<file path="config.mk">
export PLATFORM = sky130hd
export DESIGN_NAME = binary_search_guesser
export DESIGN_NICKNAME = d
export VERILOG_FILES = /design/src/rtl/binary_search_guesser.sv
export SDC_FILE = /design/constraint.sdc
export NUM_CORES = 1
export LEC_CHECK = 0
export BUFFER_PORTS_ARGS = -buffer_cell sky130_fd_sc_hd__buf_2
export CORE_MARGIN = 2
export CORE_UTILIZATION = 56
export CTS_BUF_LIST = sky130_fd_sc_hd__clkbuf_2 sky130_fd_sc_hd__clkbuf_4 sky130_fd_sc_hd__clkbuf_8
export DETAILED_ROUTE_END_ITERATION = 16
export PLACE_DENSITY = 0.79
export SLEW_MARGIN = 5
export SYNTH_ARGS = -nofsm -noshare
export SYNTH_HDL_FRONTEND = slang
export SYNTH_SLANG_ARGS = --single-unit
</file>
<file path="constraint.sdc">
create_clock -name Clk -period 2.2 [get_ports Clk]
set_clock_uncertainty 0.05 [all_clocks]
set_input_delay 0.33 -clock Clk [delete_from_list [all_inputs] [get_ports Clk]]
set_output_delay 0.33 -clock Clk [all_outputs]
set_load 0.005 [all_outputs]
</file>
<file path="src/rtl/binary_search_guesser.sv">
// binary_search_guesser: drives an external magnitude comparator with
// successive midpoint guesses and binary-searches for its reference value,
// reporting the value found and how many probes it took.
module binary_search_guesser #(
  parameter int WIDTH         = 8,
  parameter int SETTLE_CYCLES = 1
) (
  input  logic                       Clk,
  input  logic                       nReset,
  input  logic                       Start,
  input  logic                       G,
  input  logic                       E,
  input  logic                       L,
  output logic [WIDTH-1:0]           Guess,
  output logic                       Busy,
  output logic                       Done,
  output logic                       Error,
  output logic [WIDTH-1:0]           Found,
  output logic [$clog2(WIDTH+2)-1:0] GuessCount
);

  localparam int CW = $clog2(WIDTH + 2);

  // Last settle-counter value before the flags are trusted.
  localparam logic [3:0] SETTLE_LAST = 4'(SETTLE_CYCLES - 1);

  typedef enum logic [2:0] {
    S_IDLE,
    S_WAIT,
    S_EVAL,
    S_DONE,
    S_ERROR
  } state_t;

  state_t           state_q, state_d;
  logic [WIDTH-1:0] low_q,   low_d;
  logic [WIDTH-1:0] high_q,  high_d;
  logic [WIDTH-1:0] guess_q, guess_d;
  logic [WIDTH-1:0] found_q, found_d;
  logic [CW-1:0]    count_q, count_d;
  logic [3:0]       settle_q, settle_d;

  logic             flags_one_hot;

  // Midpoint of [a, b]; the sum is carried at WIDTH+1 bits so the top
  // of the range never overflows before the shift.
  function automatic logic [WIDTH-1:0] midpoint(input logic [WIDTH-1:0] a,
                                                input logic [WIDTH-1:0] b);
    logic [WIDTH:0] sum;
    sum = {1'b0, a} + {1'b0, b};
    return sum[WIDTH:1];
  endfunction

  assign flags_one_hot = ({G, E, L} == 3'b100) ||
                         ({G, E, L} == 3'b010) ||
                         ({G, E, L} == 3'b001);

  // Next-state and datapath updates for the search controller.
  always_comb begin
    // NOTE: every variable gets a default first so no path can infer a latch.
    state_d  = state_q;
    low_d    = low_q;
    high_d   = high_q;
    guess_d  = guess_q;
    found_d  = found_q;
    count_d  = count_q;
    settle_d = settle_q;

    unique case (state_q)
      S_IDLE, S_DONE, S_ERROR: begin
        if (Start) begin
          low_d    = '0;
          high_d   = '1;
          guess_d  = midpoint('0, '1);
          found_d  = '0;
          count_d  = '0;
          settle_d = '0;
          state_d  = S_WAIT;
        end
      end

      S_WAIT: begin
        if (settle_q == SETTLE_LAST) begin
          state_d = S_EVAL;
        end else begin
          settle_d = settle_q + 4'd1;
        end
      end

      S_EVAL: begin
        count_d  = count_q + CW'(1);
        settle_d = '0;
        if (!flags_one_hot) begin
          state_d = S_ERROR;
        end else if (E) begin
          found_d = guess_q;
          state_d = S_DONE;
        end else if (G && (guess_q == high_q)) begin
          state_d = S_ERROR;
        end else if (L && (guess_q == low_q)) begin
          state_d = S_ERROR;
        end else if (G) begin
          low_d   = guess_q + WIDTH'(1);
          guess_d = midpoint(guess_q + WIDTH'(1), high_q);
          state_d = S_WAIT;
        end else begin
          high_d  = guess_q - WIDTH'(1);
          guess_d = midpoint(low_q, guess_q - WIDTH'(1));
          state_d = S_WAIT;
        end
      end

      default: state_d = S_IDLE;
    endcase
  end

  // State and datapath registers, cleared asynchronously by nReset.
  always_ff @(posedge Clk or negedge nReset) begin
    if (!nReset) begin
      state_q  <= S_IDLE;
      low_q    <= '0;
      high_q   <= '0;
      guess_q  <= '0;
      found_q  <= '0;
      count_q  <= '0;
      settle_q <= '0;
    end else begin
      // NOTE: non-blocking assignments so every flop updates from pre-edge values.
      state_q  <= state_d;
      low_q    <= low_d;
      high_q   <= high_d;
      guess_q  <= guess_d;
      found_q  <= found_d;
      count_q  <= count_d;
      settle_q <= settle_d;
    end
  end

  assign Guess      = guess_q;
  assign Busy       = (state_q == S_WAIT) || (state_q == S_EVAL);
  assign Done       = (state_q == S_DONE);
  assign Error      = (state_q == S_ERROR);
  assign Found      = found_q;
  assign GuessCount = count_q;

endmodule
</file>
After elaboration in Yosys (flattened, before gate mapping)

Index checks and enable logic that the tools add are counted.

Bits in registers: 43
Input bits: 6
Output and inout port bits: 23
Logic and storage cells: 84

Add/subtract/negate cells: 6
Equality and inequality tests: 19
Muxes and demuxes: 35
Reductions and logical operators: 17

Operators with widths:

| operator            | number |
|---|---|
| $mux 8              | 20 |
| $pmux 8 s2          | 4 |
| $ne 2x2->1 const B  | 10 |
| $add 8x8->9         | 2 |
| $mux 3              | 6 |
| $eq 8x8->1          | 2 |
| $reduce_and 7->1    | 2 |
| $pmux 4 s3          | 1 |
| $eq 3x2->1 const B  | 3 |
| $pmux 3 s3          | 1 |
| $add 4x1->4 const B | 2 |
| $add 8x1->8 const B | 1 |
| $mux 4              | 2 |
| $pmux 4 s2          | 1 |
| $sub 8x1->8 const B | 1 |
| $eq 3x1->1 const B  | 2 |
| $eq 3x3->1 const B  | 2 |
| $reduce_and 6->1    | 1 |
| $logic_not 4->1     | 1 |
| $reduce_and 2->1    | 2 |
| $reduce_and 4->1    | 1 |
| $logic_not 3->1     | 1 |
| $logic_or 1x1->1    | 3 |
| $reduce_and 3->1    | 1 |
| 4 further kinds     | 5 |

Logic depth before layout (Yosys ltp)

Gate-level depths: netlist (run 1).

Word-level depth: 8
Depth in mapped cells: 11

Least setup slack after synthesis (run 1)

OpenSTA, ideal clock, no wires.

Kind: reg2reg
From: register guess_q[2], in the netlist Guess[2]
To: register guess_q[5], in the netlist Guess[5]
Setup time: 94 ps
Arrival time: 2,298 ps
Slack: -242 ps
Stages on the path, launching flop included: 11
Clock period less this slack: 2,442 ps
Path through: dfrtp_1 > buf_2 > or4_4 > nor2_1 > xnor2_1 > ha_1 > nand2b_1 > or2_2 > mux2i_1 > nor4_1 > a211oi_1

Longest elaborated chain between the ends: 8
Elaborated cells on any way between the ends: 17
Those cells by class: add/sub: 4; eq/ne: 4; mux: 6; reduce/logical: 3

Ends and longest elaborated chain:

| what                                              | RTL line | RTL |
|---|---|---|
| start: declaration                                | 38       | `logic [WIDTH-1:0] guess_q, guess_d;` |
| start signal: assignment                          | 132      | `guess_q <= guess_d;` |
| $sub 8x1->8 / $add 8x1->8 (equally long branches) | 108, 104 |  |
| $add 8x8->9                                       | 50       | `sum = {1'b0, a} + {1'b0, b};` |
| $mux 8                                            | 102      | `end else if (G) begin` |
| $mux 8                                            | 100      | `end else if (L && (guess_q == low_q)) begin` |
| $mux 8                                            | 98       | `end else if (G && (guess_q == high_q)) begin` |
| $mux 8                                            | 95       | `end else if (E) begin` |
| $mux 8                                            | 93       | `if (!flags_one_hot) begin` |
| $pmux 8 s2                                        | 69       | `unique case (state_q)` |

Several ways; a longest one is shown, not always the timed one. The select of a mux whose other input is x is not followed.
A chain may end at the register's enable or synchronous reset.

Worst setup path after layout (run 1)

From: register guess_q[0], in the netlist Guess[0]
To: register guess_q[7], in the netlist Guess[7]

Same word-level chain as after synthesis.

==> results of run 1 <==
## where the power goes
group	switching, mW	leakage [nW]	internal [mW]
registers	0.183	0.516	0.931
logic	1.80	1.52	1.72
clock network	0.331	0.0408	0.228
total	2.31	2.08	2.88
## cell type report
type	count	area (um2)	area share
clock inverters	3	23.8	0.00541
inverters	18	67.6	0.0154
clock buffers	5	68.8	0.0157
multi-input cells	271	2350	0.535
flip-flops and latches	43	1080	0.246
repair buffers	99	711	0.162
well taps	72	90.1	0.0205
## synth_stat cells (3+ instances only)
library cell,n,area (um2)
sky130_fd_sc_hd__a211oi_1,5,37.5
sky130_fd_sc_hd__a21oi_1,13,65.1
sky130_fd_sc_hd__a22oi_1,3,22.5
sky130_fd_sc_hd__a32o_1,8,80.1
sky130_fd_sc_hd__and2_1,3,18.8
sky130_fd_sc_hd__buf_2,5,25.0
sky130_fd_sc_hd__buf_4,5,37.5
sky130_fd_sc_hd__buf_6,3,33.8
sky130_fd_sc_hd__dfrtp_1,43,1080
sky130_fd_sc_hd__ha_1,23,288
sky130_fd_sc_hd__inv_1,17,63.8
sky130_fd_sc_hd__mux2_4,3,45.0
sky130_fd_sc_hd__mux2i_1,12,120
sky130_fd_sc_hd__nand2_1,38,143
sky130_fd_sc_hd__nand2b_1,7,43.8
sky130_fd_sc_hd__nand3_1,14,70.1
sky130_fd_sc_hd__nor2_1,24,90.1
sky130_fd_sc_hd__nor3b_1,3,22.5
sky130_fd_sc_hd__nor4_4,3,63.8
sky130_fd_sc_hd__o211ai_1,3,22.5
sky130_fd_sc_hd__o21ai_0,18,90.1
sky130_fd_sc_hd__o21bai_1,3,22.5
sky130_fd_sc_hd__o31ai_1,6,45.0
sky130_fd_sc_hd__or3_1,4,25.0
sky130_fd_sc_hd__xnor2_1,17,149
sky130_fd_sc_hd__xor2_1,17,149
## stage by stage
step,util,TNS [ns],instance area [um2],hold WS (ns)
after floorplan,-,-0.546,3370,-0.0156
after global placement,0.709,-1.59,3980,0.382
after detailed placement,0.709,-2.65,3980,0.388
after CTS,0.747,-1.51,4190,0.0597
after global routing,0.783,-3.85,4390,0.0821
final,0.783,-1.74,4390,0.0275
## cell families after synthesis
logic type | count (synthesis) | share of synthesized area
XOR/XNOR | 35 | 0.0950
AND/OR/NAND/NOR | 112 | 0.184
flip-flops | 43 | 0.325
buffers and inverters | 33 | 0.0518
adder cells (fa/ha/maj) | 25 | 0.0991
multiplexers | 16 | 0.0533
AO/OA/AOI/OAI | 83 | 0.192
## worst paths after layout
kind	end	slack (ns)
min reg2reg	Found[3]	0.43
min in group Clk	state_q[0]	0.33
max in group asynchronous	Guess[2]	1.64
max	Guess[7]	-0.35
min	Found[0]	0.03
max reg2reg	Guess[7]	-0.35
## registers in the layout, indices dropped and copies added, names as in the netlist
name,count
Found,8
Guess,8
high_q,8
low_q,8
GuessCount,4
settle_q,4
state_q,3
## what timing repair did
| item | 4_1_cts | 5_1_grt |
|---|---|---|
| pin swaps | 5 | 9 |
| hold buffers | 0 | 0 |
| setup endpoints to repair | 23 | 24 |
| buffers inserted | 6 | 5 |
| resized for setup | 19 | 31 |
## routing by layer
layer  track usage  vias up  share of wire
li1              -     1422              -
met1         0.390     1530           0.42
met2         0.506      134           0.49
met3        0.0467       29          0.065
met4         0.169        0          0.029
met5             0        -              0
==> summary.md, run 1 <==
| Metric | Value |
|---|---|
| Result of the run | `complete, but fails checks` |
| Violations in the final reports | `negative setup slack` |
| Count of placed standard cells including taps | `492` |
| Highest-count cells in the layout ignoring fill and taps | `sky130_fd_sc_hd__buf_4, sky130_fd_sc_hd__dfrtp_1, sky130_fd_sc_hd__nand2_1, sky130_fd_sc_hd__buf_2, sky130_fd_sc_hd__nor2_1` |
| Period minus WS final | `2.55 ns` |
| Mapped cell area | `3310 um2` |
| Core area | `5610 um2` |
| Starting Density | `0.590` |
| Post-synth EDFFs | `0` |
| CTS tree | `yes` |
| Worst reg-to-reg path cell count | `9` |
| Setup crit end kind | `flop` |
| Average wire per cell in the routed design | `19.9 um` |
| Worst setup startpoint | `Guess[0]` |
| Max Clk Rate | `0.392 GHz` |
| IR drop worst, VDD | `about 1.4 mV` |
| Cell Chain, Critical Path | `or4_4 -> nor4_4 -> xor2_1 -> ha_1 -> o21ai_1 -> nand2_1 -> o21ai_1 -> o21ai_1 -> a32o_1` |
| Total routing resource utilization after global routing | `0.309` |
| Portion of the post-synthesis area used by sequential elements | `0.325` |
| First-pass GRT wire length | `roughly 15000 um` |
| Via count of the first global-routing pass | `3036` |
| Initial antenna violation count | `0` |
| Synthesis Warnings | `0` |
| Final layout net count | `469` |
| Layout fillers | `347` |
| Die extent in y | `80.8 um` |
| Die width | `80.8 um` |
| Power density relative to cell area | `1180 nW/um2` |
| Total count of hold-check failures in the final report | `0` |
| Leakage | `2.08 nW` |
| Number of detailed-routing iterations run before antenna repair | `5` |
| H-Tree Depth | `2` |
| Count of antenna diodes in the layout | `0` |
| # IOs | `29` |
| Root Buffer Master | `sky130_fd_sc_hd__clkbuf_8` |
| DP Wirelength | `7070 um` |
| Required arrival time at the worst endpoint | `about 2.4 ns` |
| Area growth syn-to-layout | `32.8%` |
| Slew Limit Fails | `0` |
| Number of clock sinks seen by CTS | `43` |
| Kind of path behind the tightest hold check | `input pin to async pin` |
| Maximum fanout along the worst path | `5` |
| Clock latency on the worst-skew pair | `0.32 ns` |
| Measured slew at the worst slew-check pin | `0.639 ns` |
| Flip-flop cell with the highest count after synthesis | `sky130_fd_sc_hd__dfrtp_1` |
| Number of standard-cell rows in the floorplan | `27` |
| Delay of the slowest critical-path stage | `between 0.5 and 0.6 ns` |
| Number of non-filler instances in the completed layout | `between 500 and 600` |
| Post-route DRC violation count | `0` |
| Ys async rst share | `1.00` |
| Remaining number of nets flagged by the antenna check after routing | `0` |
| Detail-routed via count per cell | `6.10` |
| Count of buffers inserted at the top-level ports | `28` |
| Library cells used by synthesis | `62` |
| Max-cap check violation count | `0` |
| Fin crit share | `1.16` |
| Most common library cell in the layout ignoring fill and taps | `sky130_fd_sc_hd__buf_4` |
| Post-detailed-routing wire length | `10200 um` |
| Post-Synthesis Mean Instance Area | `9.53 um2` |
| Final global-route overflow total | `0` |
| Worst-path cell with the longest stage delay | `sky130_fd_sc_hd__or4_4` |
| Final Power | `5.19 mW` |
| RR Startpoint | `Guess[0]` |
| Total clock buffers created by CTS | `5` |
| Net count after synthesis | `378` |
| Area of the die | `6540 um2` |
| Instance count of the mapped netlist | `347` |
| Total number of vias | `3115` |
| Bufs and invs on worst path | `0` |
| Setup Slack @ Placement | `-0.355 ns` |
| Setup CP Type | `flop to flop` |
| Synthesized flop and latch total | `43` |
| Arrival time of the worst setup path | `2.71 ns` |
| Routability congestion estimate | `around 1` |
| Share of layout cells above drive strength 1 | `0.405` |
| Worst slew margin relative to its limit | `0.571` |
| Smallest setup slack after layout | `-0.349 ns` |
| Element type at the critical path start | `flop` |
| Worst path depth | `9` |
| Clock Pin Slew Worst Setup and Hold Paths | `0.09 ns` |
| Unrepaired setup endpoints after global routing | `true` |
| Maximum number of pins on one net before global-route repair | `44` |
| First DRT Iteration DRCs | `224` |
| Final setup violation count | `23` |
| Number of buffers between clock root and the deepest sink | `2` |
| Crit-path leading delay family | `simple AND/OR/NAND/NOR gates` |
| CP most frequent cell | `sky130_fd_sc_hd__o21ai_1` |
Note: power is estimated with default switching activity, not from simulation.
==> run 2, diff against run 1 <==
--- a/config.mk
+++ b/config.mk
@@ -6,11 +6,12 @@
 export NUM_CORES = 1
 export LEC_CHECK = 0
 export BUFFER_PORTS_ARGS = -buffer_cell sky130_fd_sc_hd__buf_2
+export CORE_ASPECT_RATIO = 1.2
 export CORE_MARGIN = 2
-export CORE_UTILIZATION = 56
+export CORE_UTILIZATION = 62
 export CTS_BUF_LIST = sky130_fd_sc_hd__clkbuf_2 sky130_fd_sc_hd__clkbuf_4 sky130_fd_sc_hd__clkbuf_8
 export DETAILED_ROUTE_END_ITERATION = 16
-export PLACE_DENSITY = 0.79
+export PLACE_DENSITY = 0.82
 export SLEW_MARGIN = 5
 export SYNTH_ARGS = -nofsm -noshare
 export SYNTH_HDL_FRONTEND = slang
==> constraint.sdc (replaced) <==
create_clock -name Clk -period 2.9 [get_ports Clk]
set_clock_uncertainty 0.05 [all_clocks]
set_input_delay 0.435 -clock Clk [delete_from_list [all_inputs] [get_ports Clk]]
set_output_delay 0.435 -clock Clk [all_outputs]
set_load 0.005 [all_outputs]
==> run 2 against run 1 <==
The run now ends clean. Utilization decreased by 10 points. Worst setup slack gained 0.58 ns. First-iteration DRC count increased by 23%. Largest power group unchanged.
==> summary.md, run 2 (synthesized netlist as in run 1, its figures left out) <==
| Metric | Value |
|---|---|
| Result of the run | `completed` |
| First DRT Iteration DRCs | `275` |
| Gate power share | `0.599` |
| Number of detailed-routing iterations run before antenna repair | `5` |
| Root Buffer Master | `sky130_fd_sc_hd__clkbuf_8` |
| Leakage | `around 1.7 nW` |
| Total clock buffers created by CTS | `5` |
| Final Power | `3.17 mW` |
| Bufs and invs on worst path | `2` |
| Maximum number of pins on one net before global-route repair | `44` |
| Fin crit share | `0.922` |
| Detail-routed via count per cell | `6.32` |
| Period minus WS final | `2.67 ns` |
| Starting Density | `0.633` |
| Worst path depth | `9` |
| Max-cap check violation count | `0` |
| Final layout net count | `406` |
| Clock latency on the worst-skew pair | `0.30 ns` |
| Footprint of the flip-flops and latches | `1080 um2` |
| Routability congestion estimate | `0.941` |
| Count of buffers inserted at the top-level ports | `28` |
| Total routing resource utilization after global routing | `0.287` |
| Multi-input gate area in the final layout | `2060 um2` |
| Final setup violation count | `0` |
| Met1 Use GR | `0.377` |
| Area of placed instances | `about 3500 um2` |
| Met3 global-route usage | `0.0278` |
| Worst slew margin relative to its limit | `0.340` |
| Max Clk Rate | `about 0.37 GHz` |
| CTS tree | `yes` |
| Setup crit end kind | `flop` |
| Final total negative setup slack | `0 ns` |
| Number of buffers between clock root and the deepest sink | `2` |
| Share of layout cells above drive strength 1 | `0.179` |
| Worst-path cell with the longest stage delay | `sky130_fd_sc_hd__dfrtp_2` |
| Setup CP Type | `flop to flop` |
| P_sw | `1.46 mW` |
| Cell Chain, Critical Path | `inv_1 -> ha_1 -> inv_1 -> fa_1 -> a21oi_1 -> o21bai_1 -> xor2_1 -> a2111oi_0 -> a21oi_1` |
| Slew Limit Fails | `0` |
| Highest-count cells in the layout ignoring fill and taps | `sky130_fd_sc_hd__dfrtp_1, sky130_fd_sc_hd__nand2_1, sky130_fd_sc_hd__buf_2, sky130_fd_sc_hd__nor2_1, sky130_fd_sc_hd__ha_1` |
| Resized cells post-CTS | `0` |
| Post-detailed-routing wire length | `8130 um` |
| Share of power burned in the clock network | `0.128` |
| Post-layout utilization of the core | `0.683` |
| Internal power of the cells | `~1.7 mW` |
| Most common library cell in the layout ignoring fill and taps | `sky130_fd_sc_hd__dfrtp_1` |
| First-pass GRT wire length | `13300 um` |
| Share of power burned in registers | `0.273` |
| Smallest setup slack after layout | `0.228 ns` |
| H-Tree Depth | `2` |
| Unrepaired setup endpoints after global routing | `false` |
| Required arrival time at the worst endpoint | `3.03 ns` |
| Number of standard-cell rows in the floorplan | `29` |
| Average wire per cell in the routed design | `18.6 um` |
| Arrival time of the worst setup path | `2.80 ns` |
| Remaining number of nets flagged by the antenna check after routing | `0` |
| Total count of hold-check failures in the final report | `0` |
| Delay of the slowest critical-path stage | `0.47 ns` |
| Final global-route overflow total | `0` |
| Layout fillers | `408` |
| Die width | `about 71 um` |
| Total number of vias | `2764` |
| Count of antenna diodes in the layout | `0` |
| Power density relative to cell area | `888 nW/um2` |
| DP Wirelength | `6040 um` |
| Met2 capacity usage during global routing | `0.471` |
| Most Used Layer, Global Route | `met2` |
| Setup Slack @ Placement | `0.215 ns` |
| Initial antenna violation count | `0` |
| Share of total power consumed by net switching | `0.460` |
| Via count of the first global-routing pass | `2684` |
| Number of clock sinks seen by CTS | `43` |
| Post-route DRC violation count | `0` |
| Core area | `5230 um2` |
| Worst reg-to-reg path cell count | `9` |
| Summed area of non-filler cells in the final layout | `3570 um2` |
| Clock Pin Slew Worst Setup and Hold Paths | `0.09 ns` |
| Maximum fanout along the worst path | `9` |
| Hold-fix buffer count after cts | `0` |
| Area of the die | `5940 um2` |
| Crit-path leading delay family | `adder cells` |
| Kind of path behind the tightest hold check | `input pin to async pin` |
| Area growth syn-to-layout | `7.98%` |
| Number of buffers inserted by post-CTS setup repair | `0` |
| IR drop worst, VDD | `0.700 mV` |
| Measured slew at the worst slew-check pin | `0.989 ns` |
| Die extent in y | `~84 um` |
| # IOs | `29` |
| Element type at the critical path start | `flop` |
## run 2: worst paths after layout
path	from	endpoint	slack [ns]
min in group Clk	Found[7]	Found[7]	0.43
min	nReset	Guess[2]	0.24
max reg2reg	Guess[0]	Guess[3]	0.23
max	Guess[0]	Guess[3]	0.23
min reg2reg	Found[7]	Found[7]	0.43
max in group asynchronous	nReset	Guess[1]	1.90
## run 2: through the flow
step / hold slack [ns] / cells
finish: 0.239 / 437
detailed placement: 0.413 / 430
floorplan: 0.0894 / 347
global route: 0.316 / 437
global placement: 0.407 / 430
CTS: 0.283 / 437
## run 2: routing by layer
layer  share of wire  vias up
met2            0.48      153
li1                -     1296
met3           0.083       29
met1            0.40     1286
met4           0.041        0
met5               0        -
## run 2: layout make-up
class | count | area share
Clock inverter | 1 | 0.00140
Tap cell | 62 | 0.0217
Multi-Input combinational cell | 271 | 0.577
Inverter | 18 | 0.0189
Timing Repair Buffer | 36 | 0.0561
Sequential cell | 43 | 0.302
Clock buffer | 6 | 0.0231
## run 2: worst register-to-register path, delay by kind of cell (launching register included)
kind                       cells  cell delay, ns
DFF                            1            0.47
AOI/OAI and AO/OA              4            0.81
xor gates and xnor gates       1            0.14
buffers and inverters          2            0.23
adders and majority gates      2            0.84
## run 2: power by group through the flow
stage               clock [mW]  sequential (mW)  combinational, mW
floorplan                    0            0.801               1.49
global route             0.428            0.884               2.07
CTS                      0.399            0.862               1.87
global placement             0            0.870               1.80
detailed placement           0            0.875               1.86
finish                   0.405            0.867               1.90
==> run 3, diff against run 2 <==
--- a/config.mk
+++ b/config.mk
@@ -8,10 +8,10 @@
 export BUFFER_PORTS_ARGS = -buffer_cell sky130_fd_sc_hd__buf_2
 export CORE_ASPECT_RATIO = 1.2
 export CORE_MARGIN = 2
-export CORE_UTILIZATION = 62
+export CORE_UTILIZATION = 67
 export CTS_BUF_LIST = sky130_fd_sc_hd__clkbuf_2 sky130_fd_sc_hd__clkbuf_4 sky130_fd_sc_hd__clkbuf_8
 export DETAILED_ROUTE_END_ITERATION = 16
-export PLACE_DENSITY = 0.82
+export PLACE_DENSITY = 0.88
 export SLEW_MARGIN = 5
 export SYNTH_ARGS = -nofsm -noshare
 export SYNTH_HDL_FRONTEND = slang
==> constraint.sdc (replaced) <==
create_clock -name Clk -period 3.4 [get_ports Clk]
set_clock_uncertainty 0.05 [all_clocks]
set_input_delay 0.51 -clock Clk [delete_from_list [all_inputs] [get_ports Clk]]
set_output_delay 0.51 -clock Clk [all_outputs]
set_load 0.005 [all_outputs]
==> run 3 against run 2 <==
Combinational power down 15%. Fmax decreased by 9.8%. Register-to-register slack gained 0.21 ns. Cell count down 1.4%. Count of clock-buffer cells in the layout shrank 1. Power down 13%. First-iteration DRC count down 3.3%. Sequential cell count did not move. Worst setup slack gained 0.21 ns. Clock power barely moved. Critical path depth did not move. Sequential share of layout area is 0.078 points higher.
==> summary.md, run 3 (synthesized netlist as in run 1, its figures left out) <==
| Metric | Value |
|---|---|
| Most Used Layer, Global Route | `met2` |
| Element type at the critical path start | `flop` |
| Maximum fanout along the worst path | `9` |
| Area growth syn-to-layout | `7.45%` |
| Total clock buffers created by CTS | `5` |
| Area of placed instances | `3440 um2` |
| Post-route DRC violation count | `0` |
| Post-layout utilization of the core | `0.735` |
| Final global-route overflow total | `0` |
| Result of the run | `completed` |
| Remaining number of nets flagged by the antenna check after routing | `0` |
| Clock latency on the worst-skew pair | `around 0.3 ns` |
| Via count of the first global-routing pass | `2799` |
| Total count of hold-check failures in the final report | `0` |
| Average wire per cell in the routed design | `19.3 um` |
| Count of antenna diodes in the layout | `0` |
| Setup crit end kind | `flop` |
| H-Tree Depth | `2` |
| Count of buffers inserted at the top-level ports | `28` |
| Initial antenna violation count | `0` |
| Max Clk Rate | `0.338 GHz` |
| Detail-routed via count per cell | `6.62` |
| Unrepaired setup endpoints after global routing | `false` |
| Routability congestion estimate | `0.907` |
| Clock Pin Slew Worst Setup and Hold Paths | `0.09 ns` |
| Max-cap check violation count | `0` |
| Worst reg-to-reg path cell count | `9` |
| CTS tree | `yes` |
| Number of buffers between clock root and the deepest sink | `2` |
| IR drop worst, VDD | `0.554 mV` |
| Total number of vias | `between 2000 and 3000` |
| Die extent in y | `81.0 um` |
| Required arrival time at the worst endpoint | `3.52 ns` |
| Setup CP Type | `flop to flop` |
| Final setup violation count | `0` |
| Kind of path behind the tightest hold check | `input pin to async pin` |
| Number of buffers inserted by post-CTS setup repair | `0` |
| Final layout net count | `401` |
| Number of standard-cell rows in the floorplan | `28` |
| Die width | `68.1 um` |
| Power density relative to cell area | `776 nW/um2` |
| Maximum number of pins on one net before global-route repair | `between 40 and 50` |
| Leakage | `1.66 nW` |
| DP Wirelength | `slightly above 6000 um` |
| Highest-count cells in the layout ignoring fill and taps | `sky130_fd_sc_hd__dfrtp_1, sky130_fd_sc_hd__nand2_1, sky130_fd_sc_hd__buf_2, sky130_fd_sc_hd__nor2_1, sky130_fd_sc_hd__ha_1` |
| First DRT Iteration DRCs | `around 270` |
| Number of detailed-routing iterations run before antenna repair | `7` |
| First-pass GRT wire length | `13300 um` |
| Share of layout cells above drive strength 1 | `0.164` |
| Met3 global-route usage | `0.0637` |
| Area of the die | `5520 um2` |
| Resized cells post-CTS | `0` |
| Arrival time of the worst setup path | `3.08 ns` |
| Post-detailed-routing wire length | `8310 um` |
| Root Buffer Master | `sky130_fd_sc_hd__clkbuf_8` |
| Total routing resource utilization after global routing | `0.327` |
| Met2 capacity usage during global routing | `0.535` |
| Hold-fix buffer count after cts | `0` |
| Starting Density | `0.684` |
| Summed area of non-filler cells in the final layout | `~3600 um2` |
| Period minus WS final | `a little under 3 ns` |
| Final total negative setup slack | `0 ns` |
| Reg-to-reg setup timing slack | `0.44 ns` |
| Core area | `4830 um2` |
| Slew Limit Fails | `0` |
| Worst slew margin relative to its limit | `0.350` |
| # IOs | `29` |
| Most common library cell in the layout ignoring fill and taps | `sky130_fd_sc_hd__dfrtp_1` |
| Met1 Use GR | `0.387` |
| Fin crit share | `0.871` |
| Measured slew at the worst slew-check pin | `0.975 ns` |
| Number of clock sinks seen by CTS | `43` |
-- run 3: cell types whose count changed in the layout (fill, tap and decap cells not counted), sizes merged --
| cell | delta |
|---|---|
| buf | -5 |
| bufinv | +1 |
| clkbuf | -1 |
| clkinv | +1 |
-- run 3: per-layer routing --
| metal | up-vias | part of all wire |
|---|---|---|
| li1 | 1287 | - |
| met1 | 1351 | 0.38 |
| met2 | 181 | 0.50 |
| met3 | 36 | 0.077 |
| met4 | 0 | 0.046 |
| met5 | - | 0 |
-- run 3: power breakdown --
| group | switching, mW | total [mW] | internal [mW] |
|---|---|---|---|
| Combinational | 0.919 | 1.61 | 0.692 |
| Sequential | 0.138 | 0.740 | 0.601 |
| Clock | 0.187 | 0.406 | 0.219 |
| Total | 1.24 | 2.76 | 1.51 |
-- run 3: cell type report --
| class | count | area [um2] |
|---|---|---|
| clock buffers | 5 | 68.8 |
| multi-input cells | 271 | 2060 |
| flip-flops and latches | 43 | 1080 |
| fillers | 337 | 1280 |
| repair buffers | 31 | 163 |
| well taps | 60 | 75.1 |
| inverters | 18 | 67.6 |
| clock inverters | 3 | 43.8 |
-- run 3: per-stage QoR --
step | setup slack (ns) | hold WS, ns | total power [mW] | instances
4_1_cts | 0.547 | 0.337 | 2.74 | 431
6_report | 0.437 | 0.306 | 2.76 | 431
5_1_grt | 0.196 | 0.378 | 2.96 | 431
3_5_place_dp | 0.577 | 0.413 | 2.32 | 423
2_1_floorplan | 0.958 | 0.164 | 1.96 | 347
3_3_place_gp | 0.618 | 0.408 | 2.26 | 423
-- run 3: worst max-delay path: stages (launching register included) --
cell and delay [ns]:
sky130_fd_sc_hd__dfrtp_1 0.55, sky130_fd_sc_hd__inv_1 0.16, sky130_fd_sc_hd__ha_1 0.41, sky130_fd_sc_hd__inv_1 0.10, sky130_fd_sc_hd__fa_1 0.44, sky130_fd_sc_hd__a21oi_1 0.21, sky130_fd_sc_hd__o21bai_1 0.13, sky130_fd_sc_hd__xor2_1 0.16
sky130_fd_sc_hd__a2111oi_0 0.55, sky130_fd_sc_hd__a21oi_1 0.08
-- run 3: path summary, 6_finish.rpt --
kind | from | to
max in group asynchronous | nReset | low_q[7]
hold reg to reg | Found[1] | Found[1]
min in group Clk | Found[1] | Found[1]
setup / recovery | Guess[1] | Guess[3]
hold / removal | nReset | low_q[1]
setup reg to reg | Guess[1] | Guess[3]
